===== src/rtl/fetch_stage_pkg.sv =====
// +------------------------------------------------------------------+
// | fetch_stage_pkg: shared constants, state encoding and entry type  |
// | Revision: 1.0                                                     |
// +------------------------------------------------------------------+
`default_nettype none

package fetch_stage_pkg;

  localparam logic [31:0] NOP_INSTR = 32'hE000_0000;

  typedef enum logic [1:0] {
    S_RUN  = 2'd0,
    S_SKID = 2'd1,
    S_DROP = 2'd2
  } fetch_state_e;

  typedef struct packed {
    logic [31:0] pc;
    logic [31:0] instr;
  } fetch_entry_t;

  function automatic logic [31:0] word_align(input logic [31:0] addr);
    return {addr[31:2], 2'b00};
  endfunction

endpackage

`default_nettype wire


===== src/rtl/fetch_stage_if.sv =====
// +------------------------------------------------------------------+
// | fetch_stage_if: instruction-memory req/ack handshake              |
// | Revision: 1.0                                                     |
// +------------------------------------------------------------------+
`default_nettype none

interface fetch_stage_if;
  logic        req;
  logic [31:0] addr;
  logic        ack;
  logic [31:0] rdata;

  modport master (output req, output addr, input ack, input rdata);
  modport slave  (input req, input addr, output ack, output rdata);
endinterface

`default_nettype wire


===== src/rtl/fetch_stage_skid_buf.sv =====
// +------------------------------------------------------------------+
// | fetch_skid_buf: one-entry output buffer backed by a skid register |
// | Revision: 1.0                                                     |
// +------------------------------------------------------------------+
`default_nettype none

module fetch_skid_buf
  import fetch_stage_pkg::*;
(
  input  logic         clk,
  input  logic         rst,
  input  logic         load_i,
  input  fetch_entry_t data_i,
  input  logic         consume_i,
  input  logic         clear_i,
  output fetch_entry_t data_o,
  output logic         valid_o
);

  fetch_entry_t buf_q;
  fetch_entry_t skid_q;
  logic         buf_valid_q;
  logic         skid_valid_q;

  always_ff @(posedge clk or negedge rst) begin
    if (!rst) begin
      buf_q        <= '0;
      skid_q       <= '0;
      buf_valid_q  <= 1'b0;
      skid_valid_q <= 1'b0;
    end else if (clear_i) begin
      buf_valid_q  <= 1'b0;
      skid_valid_q <= 1'b0;
    end else if (consume_i) begin
      // Refill order: parked skid word first, then a same-edge load.
      if (skid_valid_q) begin
        buf_q        <= skid_q;
        skid_valid_q <= 1'b0;
      end else if (load_i) begin
        buf_q <= data_i;
      end else begin
        buf_valid_q <= 1'b0;
      end
    end else if (load_i) begin
      if (buf_valid_q) begin
        skid_q       <= data_i;
        skid_valid_q <= 1'b1;
      end else begin
        buf_q       <= data_i;
        buf_valid_q <= 1'b1;
      end
    end
  end

  assign data_o  = buf_q;
  assign valid_o = buf_valid_q;

endmodule

`default_nettype wire


===== src/rtl/fetch_stage.sv =====
// +------------------------------------------------------------------+
// | fetch_stage: PC owner, single-outstanding imem fetch, IF/ID feed  |
// | Optional perf counters with macro IF_PERF_CNT_EN. Revision: 1.0   |
// +------------------------------------------------------------------+
`default_nettype none

module fetch_stage #(
  parameter logic [31:0] RESET_PC  = 32'h0000_0000,
  parameter logic [31:0] NOP_INSTR = fetch_stage_pkg::NOP_INSTR
) (
  input  logic         clk,
  input  logic         rst,
  input  logic         freeze,
  input  logic         branch_taken,
  input  logic [31:0]  branch_addr,
  fetch_stage_if.master imem,
  output logic [31:0]  PC,
  output logic [31:0]  Instruction,
  output logic         if_valid,
`ifdef IF_PERF_CNT_EN
  output logic [31:0]  perf_fetched,
  output logic [31:0]  perf_stall_cycles,
`endif
  output logic         fetch_stall
);

  import fetch_stage_pkg::*;

  fetch_state_e state_q;
  logic [31:0]  pc_q;
  logic [31:0]  target_q;
  logic         req_q;

  logic         ack_fire;
  logic         consume;
  logic         load;
  logic [31:0]  branch_tgt;
  logic [31:0]  pc_plus4;
  fetch_entry_t buf_data;

  assign branch_tgt = word_align(branch_addr);
  assign pc_plus4   = pc_q + 32'd4;
  assign ack_fire   = req_q && imem.ack;
  assign consume    = if_valid && !freeze;
  assign load       = ack_fire && (state_q == S_RUN) && !branch_taken;

  always_ff @(posedge clk or negedge rst) begin
    if (!rst) begin
      state_q  <= S_RUN;
      pc_q     <= word_align(RESET_PC);
      target_q <= word_align(RESET_PC);
      req_q    <= 1'b0;
    end else if (branch_taken) begin
      // A pending request cannot be withdrawn; wait out its ack in S_DROP.
      if ((state_q == S_RUN) && req_q && !ack_fire) begin
        target_q <= branch_tgt;
        state_q  <= S_DROP;
      end else if ((state_q == S_DROP) && !ack_fire) begin
        target_q <= branch_tgt;
      end else begin
        pc_q    <= branch_tgt;
        state_q <= S_RUN;
        req_q   <= 1'b1;
      end
    end else begin
      case (state_q)
        S_RUN: begin
          req_q <= 1'b1;
          if (ack_fire) begin
            pc_q <= pc_plus4;
            if (if_valid && freeze) begin
              state_q <= S_SKID;
              req_q   <= 1'b0;
            end
          end
        end
        S_SKID: begin
          if (consume) begin
            state_q <= S_RUN;
            req_q   <= 1'b1;
          end
        end
        S_DROP: begin
          if (ack_fire) begin
            pc_q    <= target_q;
            state_q <= S_RUN;
          end
        end
        default: begin
          state_q <= S_RUN;
          req_q   <= 1'b1;
        end
      endcase
    end
  end

  fetch_skid_buf u_skid_buf (
    .clk       (clk),
    .rst       (rst),
    .load_i    (load),
    .data_i    ({pc_plus4, imem.rdata}),
    .consume_i (consume),
    .clear_i   (branch_taken),
    .data_o    (buf_data),
    .valid_o   (if_valid)
  );

  assign imem.req    = req_q;
  assign imem.addr   = pc_q;
  assign PC          = if_valid ? buf_data.pc : 32'h0;
  assign Instruction = if_valid ? buf_data.instr : NOP_INSTR;
  assign fetch_stall = rst && !if_valid;

`ifdef IF_PERF_CNT_EN
  logic [31:0] perf_fetched_q;
  logic [31:0] perf_stall_q;

  always_ff @(posedge clk or negedge rst) begin
    if (!rst) begin
      perf_fetched_q <= 32'h0;
      perf_stall_q   <= 32'h0;
    end else begin
      if (load && (perf_fetched_q != 32'hFFFF_FFFF))
        perf_fetched_q <= perf_fetched_q + 32'd1;
      if (fetch_stall && (perf_stall_q != 32'hFFFF_FFFF))
        perf_stall_q <= perf_stall_q + 32'd1;
    end
  end

  assign perf_fetched      = perf_fetched_q;
  assign perf_stall_cycles = perf_stall_q;
`endif

endmodule

`default_nettype wire

===== src/flat_wrapper.sv =====
// flat-port wrapper written by rule: the top's interface ports become plain ports
module fetch_stage_flat import fetch_stage_pkg::*;
#(
  parameter logic [31:0] RESET_PC  = 32'h0000_0000,
  parameter logic [31:0] NOP_INSTR = fetch_stage_pkg::NOP_INSTR
)
  (clk, rst, freeze, branch_taken, branch_addr, PC, Instruction, if_valid, fetch_stall, imem_req, imem_addr, imem_ack, imem_rdata);
  fetch_stage_if imem_i ();
  input  logic clk;
  input  logic rst;
  input  logic freeze;
  input  logic branch_taken;
  input  logic [31:0] branch_addr;
  output logic [31:0] PC;
  output logic [31:0] Instruction;
  output logic if_valid;
  output logic fetch_stall;
  output wire logic [$bits(imem_i.req)-1:0] imem_req;
  output wire logic [$bits(imem_i.addr)-1:0] imem_addr;
  input wire logic [$bits(imem_i.ack)-1:0] imem_ack;
  input wire logic [$bits(imem_i.rdata)-1:0] imem_rdata;
  assign imem_req = imem_i.req;
  assign imem_addr = imem_i.addr;
  assign imem_i.ack = imem_ack;
  assign imem_i.rdata = imem_rdata;
  fetch_stage #(.RESET_PC(RESET_PC), .NOP_INSTR(NOP_INSTR)) u_core (.clk(clk), .rst(rst), .freeze(freeze), .branch_taken(branch_taken), .branch_addr(branch_addr), .imem(imem_i), .PC(PC), .Instruction(Instruction), .if_valid(if_valid), .fetch_stall(fetch_stall));
endmodule

===== config.mk =====
export PLATFORM = sky130hd
export DESIGN_NAME = fetch_stage_flat
export DESIGN_NICKNAME = d
export VERILOG_FILES = /design/src/rtl/fetch_stage_pkg.sv /design/src/rtl/fetch_stage_if.sv /design/src/rtl/fetch_stage_skid_buf.sv /design/src/rtl/fetch_stage.sv /design/src/flat_wrapper.sv
export SDC_FILE = /design/constraint.sdc
export NUM_CORES = 1
export LEC_CHECK = 0
export ABC_AREA = 1
export BUFFER_PORTS_ARGS = -buffer_cell sky130_fd_sc_hd__buf_2
export CORE_MARGIN = 2
export CORE_UTILIZATION = 55
export DETAILED_ROUTE_END_ITERATION = 8
export GPL_ROUTABILITY_DRIVEN = 0
export PLACE_DENSITY = 0.79
export SLEW_MARGIN = 20
export SYNTH_ARGS = -nofsm -noshare
export SYNTH_HDL_FRONTEND = slang
export SYNTH_SLANG_ARGS = --single-unit

===== constraint.sdc =====
create_clock -name clk -period 2 [get_ports clk]
set_input_delay 0 -clock clk [delete_from_list [all_inputs] [get_ports clk]]
set_output_delay 0 -clock clk [all_outputs]
set_load 0.1 [all_outputs]

==> results of run 1 <==
==> worst paths after layout <==
check                                          endpoint  depth (start not counted)  slack [ns]                         from
max                                u_core.imem.addr[17]                          9        0.14          u_core.imem.addr[2]
min                        u_core.u_skid_buf.data_o[15]                          2        0.04                          rst
max reg2reg                        u_core.imem.addr[17]                          9        0.14          u_core.imem.addr[2]
min reg2reg                 u_core.u_skid_buf.skid_q[5]                          2        0.47  u_core.u_skid_buf.skid_q[5]
max in group asynchronous          u_core.imem.addr[18]                          3        1.22                          rst
min in group clk           u_core.u_skid_buf.skid_q[25]                          4        0.32               imem_rdata[25]
==> flip-flops by register name, summed over array words and instances (netlist names) <==
| signal | count |
|---|---|
| u_core.target_q | 30 |
| u_core.u_skid_buf.skid_valid_q | 1 |
| u_core.u_skid_buf.data_o | 62 |
| u_core.imem.addr | 30 |
| u_core.imem.req | 1 |
| u_core.u_skid_buf.skid_q | 62 |
| u_core.u_skid_buf.valid_o | 1 |
| u_core.state_q | 2 |
==> logic make-up (layout without fill, tap and decap cells) <==
family,Yosys count,in the layout,synth area share
simple gates,729,729,0.293
buf+inv,219,426,0.0936
flops,189,189,0.487
compound gates,188,188,0.106
xor+xnor,14,14,0.0126
mux,5,5,0.00580
fa+ha+maj,1,1,0.00129
other cells,1,4,0.000386
==> where the power goes <==
group	total, mW	leakage, nW	switching [mW]	internal (mW)
clock	3.21	0.254	1.46	1.75
sequential	5.90	2.28	0.866	5.03
combinational	5.71	4.24	4.15	1.57
==> repair_timing <==
item / in CTS / in global routing
endpoints found under the hold margin: 316 / 0
gates resized for setup: 1 / 5
endpoints found under the setup margin: 20 / 22
pin swaps: 0 / 1
hold buffers: 66 / 0
==> routing by layer <==
layer	vias up	wire length [um]	part of all wire	track usage
li1	4548	-	-	-
met1	4323	11200	0.43	0.380
met2	383	12300	0.48	0.458
met3	41	1800	0.070	0.0544
met4	0	493	0.019	0.0956
met5	-	0	0	0
==> area by class of cell <==
| cell class | count | area, um^2 | share of cell area |
|---|---|---|---|
| Sequential cell | 189 | 4750 | 0.380 |
| Tap cell | 225 | 282 | 0.0225 |
| Clock inverter | 9 | 87.6 | 0.00701 |
| Multi-Input combinational cell | 941 | 4110 | 0.329 |
| Inverter | 145 | 544 | 0.0436 |
| Clock buffer | 23 | 458 | 0.0367 |
| Timing Repair Buffer | 249 | 2260 | 0.181 |
==> placed cells by master (no fill, tap or decap), types with 2 or more instances in the layout <==
cell | synthesis | routed
o21ai_1 | 9 | 10
a31oi_1 | 38 | 38
clkinvlp_4 | 0 | 4
clkbuf_16 | 0 | 17
buf_6 | 2 | 3
dfrtp_2 | 0 | 18
nand3_1 | 30 | 30
inv_1 | 139 | 138
o211ai_1 | 10 | 10
buf_2 | 27 | 124
nor2_4 | 4 | 5
conb_1 | 1 | 4
buf_12 | 0 | 42
clkbuf_1 | 32 | 5
mux2_2 | 5 | 5
clkinv_2 | 0 | 2
inv_2 | 6 | 6
nand2_2 | 3 | 3
xor2_1 | 10 | 8
xor2_2 | 0 | 2
nor2_1 | 106 | 104
buf_4 | 10 | 14
a21oi_1 | 78 | 78
dlygate4sd3_1 | 0 | 66
dfrtp_1 | 189 | 171
nand2_1 | 577 | 577
a21boi_1 | 2 | 2
xnor2_1 | 4 | 4
o21ai_0 | 47 | 46
nand3b_1 | 5 | 5
nor2_2 | 3 | 4
==> stage by stage <==
stage / hold WS, ns / instances / setup slack, ns / TNS, ns / total power [mW]
floorplan: -0.296 / 1349 / 0.00534 / 0 / 10.0
global placement: -0.0539 / 1683 / 0.165 / 0 / 11.3
detailed placement: -0.0475 / 1683 / 0.154 / 0 / 11.5
CTS: 0.0595 / 1781 / 0.0516 / 0 / 14.8
global route: 0.0909 / 1781 / -0.0117 / -0.0117 / 15.6
finish: 0.0370 / 1781 / 0.141 / 0 / 14.8
==> summary.txt, run 1 <==
Global routing
  • Total grt overflow: 0
  • Vias in the first global route: about 8700
  • Largest net degree at the start of global routing: a little over 70
  • First-pass GRT wire length: roughly 42000 um
  • Initial antenna violation count: 0
  • Tot GR Track Use: 0.281

Run
  • Max-cap violations: 0

Die
  • I/O Pins: between 150 and 200
  • Initial Util: 0.561
  • Num rows: 48
  • Die height: between 100 and 150 um
  • Die outline width: about 140 um
  • DIE AREA: roughly 19000 um^2
  • Core Area: approximately 17000 um^2

Drt
  • Iter 0 DRT Violations: around 770
  • Vias per Instance: between 5 and 6
  • DRC Markers: 0
  • Post-DRT Antenna Nets: 0
  • Drt pass-1 iters: 7
  • Routed via count: ~9300
  • Wire length per cell: between 10 and 15 um
  • Total wire length: between 20000 and 30000 um

CTS
  • TritonCTS Buffers: 17
  • H-tree levels: 4
  • CTS Buffer Depth: 2
  • Clock Root Buffer: clkbuf_16
  • Setup Buffers After CTS: 0
  • CTS tree: done
  • CTS Sinks: 189
  • Clock Latency Late Sink: around 0.43 ns
  • Clk slew on worst S/H paths: 0.07 ns

Pwr
  • PwrDens: 1190 nW/um^2
  • Lkg Pwr: approximately 6.8 nW
  • Worst VDD drop: 0.790 mV

Worst setup path
  • Worst path slowest cell: dfrtp_2
  • Slowest Stage Delay on Critical Path: ~0.44 ns
  • CP Class: reg2reg
  • Arrival @ worst endpoint: between 2 and 2.5 ns
  • Worst-path cell chain: inv_1 -> nor2_1 -> nand2_1 -> nor2_4 -> xor2_1 -> nand2_1 -> nand2_1 -> nand2_1 -> nand2_1
  • CP dominant cell by count: nand2_1
  • Critical Path Source Type: register
  • CP required: roughly 2.4 ns
  • Delay-heaviest family, CP: simple AND/OR/NAND/NOR gates
  • Peak fanout along the critical path: 8
  • Buffers plus inverters on the worst setup path: 1
  • Crit end category: register

Synth
  • Most instantiated cells after synthesis: 577 x nand2_1, 189 x dfrtp_1, 139 x inv_1, 106 x nor2_1, 78 x a21oi_1
  • Ys async rst share: 1.00
  • Synth warnings: 0
  • Top-count cell post-synth: nand2_1
  • Main synth FF type: dfrtp_1
  • Mapped Area: between 9000 and 10000 um^2
  • Largest cells by area after synthesis: dfrtp_1 49%, nand2_1 22%, inv_1 5.4%
  • Cell taking the most area after synthesis: dfrtp_1
  • Syn Inst Count: 1346
  • Seq cells post-synth: around 190
  • Mean Syn Cell Area: just over 7 um^2
  • EDFF count, synth: 0
  • Synth cell types: 31
  • Yosys top cell area share: 0.487
  • Part of the Yosys area used for sequential elements: 0.487

Finish
  • Nets: between 1500 and 2000
  • Area growth syn-to-layout: 28.7%
  • Filler cells: 1334
  • Final Cell Area: 12500 um^2
  • Fraction of layout cells with a size suffix above 1: 0.164
  • Final Util: 0.722
  • Diodes inserted: 0

STA
  • Crit share post-route: 0.930
  • Slew Viols, Final: 0
  • Final setup viols: 0
  • RSZ-0062 raised after global routing: yes
  • Worst Skew: approximately 0.0094 ns
  • Fin crit period: 1.86 ns
  • Final Hold Viols: 0
  • Fmax: 538 MHz

Placement
  • Post-place instance area: between 10000 and 15000 um^2
  • Port buffer count: ~160
  • Final HPWL DP: about 17000 um

Worst hold path
  • Min-Delay Path Class: in2async

Status
  • Outcome: finished, final reports clean
(Power assumes the default switching activity.)
==> run 2, diff against run 1 <==
--- a/config.mk
+++ b/config.mk
@@ -6,7 +6,7 @@
 export NUM_CORES = 1
 export LEC_CHECK = 0
 export ABC_AREA = 1
-export BUFFER_PORTS_ARGS = -buffer_cell sky130_fd_sc_hd__buf_2
+export BUFFER_PORTS_ARGS = -buffer_cell sky130_fd_sc_hd__clkbuf_2
 export CORE_MARGIN = 2
 export CORE_UTILIZATION = 55
 export DETAILED_ROUTE_END_ITERATION = 8
==> run 2 against run 1 <==
- clock skew is 0.0048 ns higher
- sequential cell count stayed put
- critical path depth is 2 lower
- critical endpoint is now u_core.u_skid_buf.data_o[31]
- maximum frequency is 0.56% higher
==> summary.txt, run 2 (synthesis results as in run 1) <==
Status
  • Outcome: finished, final reports clean

STA
  • Fin crit period: 1.85 ns
  • Crit share post-route: 0.925
  • Final Hold Viols: 0
  • RSZ-0062 raised after global routing: yes
  • Fmax: roughly 540 MHz
  • Slew Viols, Final: 0
  • Hold_ws: about 0.16 ns
  • Final setup viols: 0
  • Slew headroom: 0.491
  • Worst Skew: approximately 0.014 ns
  • Worst Tran Pin Value: 0.764 ns

Global routing
  • Vias in the first global route: between 8000 and 9000
  • First-pass GRT wire length: about 43000 um
  • Largest net degree at the start of global routing: 75
  • Tot GR Track Use: 0.286
  • Total grt overflow: 0
  • Initial antenna violation count: 0

Pwr
  • Psw: roughly 6.5 mW
  • Lkg Pwr: slightly below 7 nW
  • Total power: approximately 15 mW
  • Comb pwr share: 0.388
  • Seq pwr share: 0.388
  • Sw Ratio: 0.427
  • Worst VDD drop: around 0.9 mV
  • Clock Power Share: 0.224
  • Cell Int Power: roughly 8.7 mW
  • PwrDens: between 1000 and 1500 nW/um^2

Worst setup path
  • Peak fanout along the critical path: ~70
  • Worst-path cell chain: inv_2 -> nor2_4 -> nand2_2 -> buf_4 -> nand2_1 -> o211ai_1 -> o21ai_0
  • Slowest Stage Delay on Critical Path: between 0.6 and 0.7 ns
  • Arrival @ worst endpoint: about 2.1 ns
  • CP Class: reg2reg
  • R2R setup slack: 0.15 ns
  • Crit end category: register
  • Worst path slowest cell: buf_4
  • Delay-heaviest family, CP: buffers and inverters
  • CP required: 2.28 ns
  • Buffers plus inverters on the worst setup path: 2
  • Critical Path Source Type: register

Finish
  • Fraction of layout cells with a size suffix above 1: 0.164
  • Area growth syn-to-layout: 32.8%
  • Diodes inserted: 0
  • Most frequent cells in the layout: 577 x nand2_1, 171 x dfrtp_1, 138 x inv_1
  • Filler cells: 1221
  • Post-route insts no fill: between 1500 and 2000
  • Nets: roughly 1600
  • Seq. cell area: between 4000 and 5000 um^2
  • Multi-input combinational cell area: 4120 um^2
  • Final Util: 0.745
  • Leading cell type in the layout, fill and taps excluded: nand2_1

CTS
  • CTS tree: done
  • Clk slew on worst S/H paths: 0.07 ns
  • TritonCTS Buffers: 17
  • Setup Buffers After CTS: 0
  • Clock Latency Late Sink: roughly 0.43 ns
  • H-tree levels: 4
  • Clock Root Buffer: clkbuf_16
  • CTS Buffer Depth: 2
  • CTS Sinks: 189

Placement
  • Port buffer count: about 160
  • Placed cell count: between 1500 and 2000
  • Final HPWL DP: 16400 um

Die
  • Core Area: around 17000 um^2
  • DIE AREA: 18700 um^2
  • Num rows: 48
  • I/O Pins: 168
  • Die height: 137 um
  • Die outline width: 137 um
  • Initial Util: 0.561

Drt
  • Post-DRT Antenna Nets: 0
  • Wire length per cell: ~15 um
  • DRC Markers: 0
  • Total wire length: roughly 26000 um
  • Iter 0 DRT Violations: roughly 780
  • Routed via count: about 9300
  • Drt pass-1 iters: 5
  • Vias per Instance: 5.25

Worst hold path
  • Min-Delay Path Class: in2async

Run
  • Max-cap violations: 0
-- run 2: cell types whose count changed in the layout (fill, tap and decap cells not counted), moves of 2 or more --
| cell | before | now |
|---|---|---|
| buf_12 | 42 | 67 |
| bufinv_16 | 1 | 3 |
| buf_4 | 14 | 12 |
| clkbuf_2 | 0 | 100 |
| buf_2 | 124 | 0 |
-- run 2: per-stage QoR --
stage               area [um^2]  setup TNS [ns]  setup WS (ns)
floorplan                  9740               0        0.00534
global placement          11600               0          0.204
detailed placement        11600               0          0.151
CTS                       12900               0         0.0577
global route              12900         -0.0517        -0.0291
finish                    12900               0          0.151
-- run 2: what timing repair did --
item / CTS / global route
hold buffers: 66 / 0
gates resized for setup: 0 / 7
endpoints found under the hold margin: 316 / 0
endpoints found under the setup margin: 0 / 24
-- run 2: power groups by stage --
stage	sequential, mW	combinational, mW	clock [mW]
3_3_place_gp	5.85	5.64	0
4_1_cts	5.85	5.89	3.45
6_report	5.90	5.91	3.41
5_1_grt	6.03	6.38	3.62
2_1_floorplan	6.92	3.08	0
3_5_place_dp	5.92	5.74	0
-- run 2: worst reg2reg max path, cell delays in order, from the launching register on --
cell and delay [ns]:
dfrtp_2 0.43, inv_2 0.08, nor2_4 0.04, nand2_2 0.08, buf_4 0.62, nand2_1 0.14, o211ai_1 0.14, o21ai_0 0.17
-- run 2: per-layer routing --
metal	GRT usage	vias up	wire, um
li1	-	4537	-
met1	0.394	4331	11200
met2	0.454	419	12100
met3	0.0574	56	2080
met4	0.0997	0	539
met5	0	-	0
-- run 2: path summary, 6_finish.rpt --
path,start,end,cells past startpoint
setup / recovery,u_core.u_skid_buf.valid_o,u_core.u_skid_buf.data_o[31],7
hold / removal,rst,u_core.u_skid_buf.skid_q[24],3
setup reg to reg,u_core.u_skid_buf.valid_o,u_core.u_skid_buf.data_o[31],7
hold reg to reg,u_core.u_skid_buf.skid_q[6],u_core.u_skid_buf.skid_q[6],2
max in group asynchronous,rst,u_core.imem.addr[18],3
min in group clk,imem_rdata[28],u_core.u_skid_buf.skid_q[28],4
-- run 2: area by class of cell --
| class | count | area share |
|---|---|---|
| repair buffers | 247 | 0.203 |
| flip-flops and latches | 189 | 0.369 |
| inverters | 145 | 0.0422 |
| well taps | 225 | 0.0218 |
| clock buffers | 21 | 0.0342 |
| clock inverters | 10 | 0.0112 |
| multi-input cells | 941 | 0.319 |
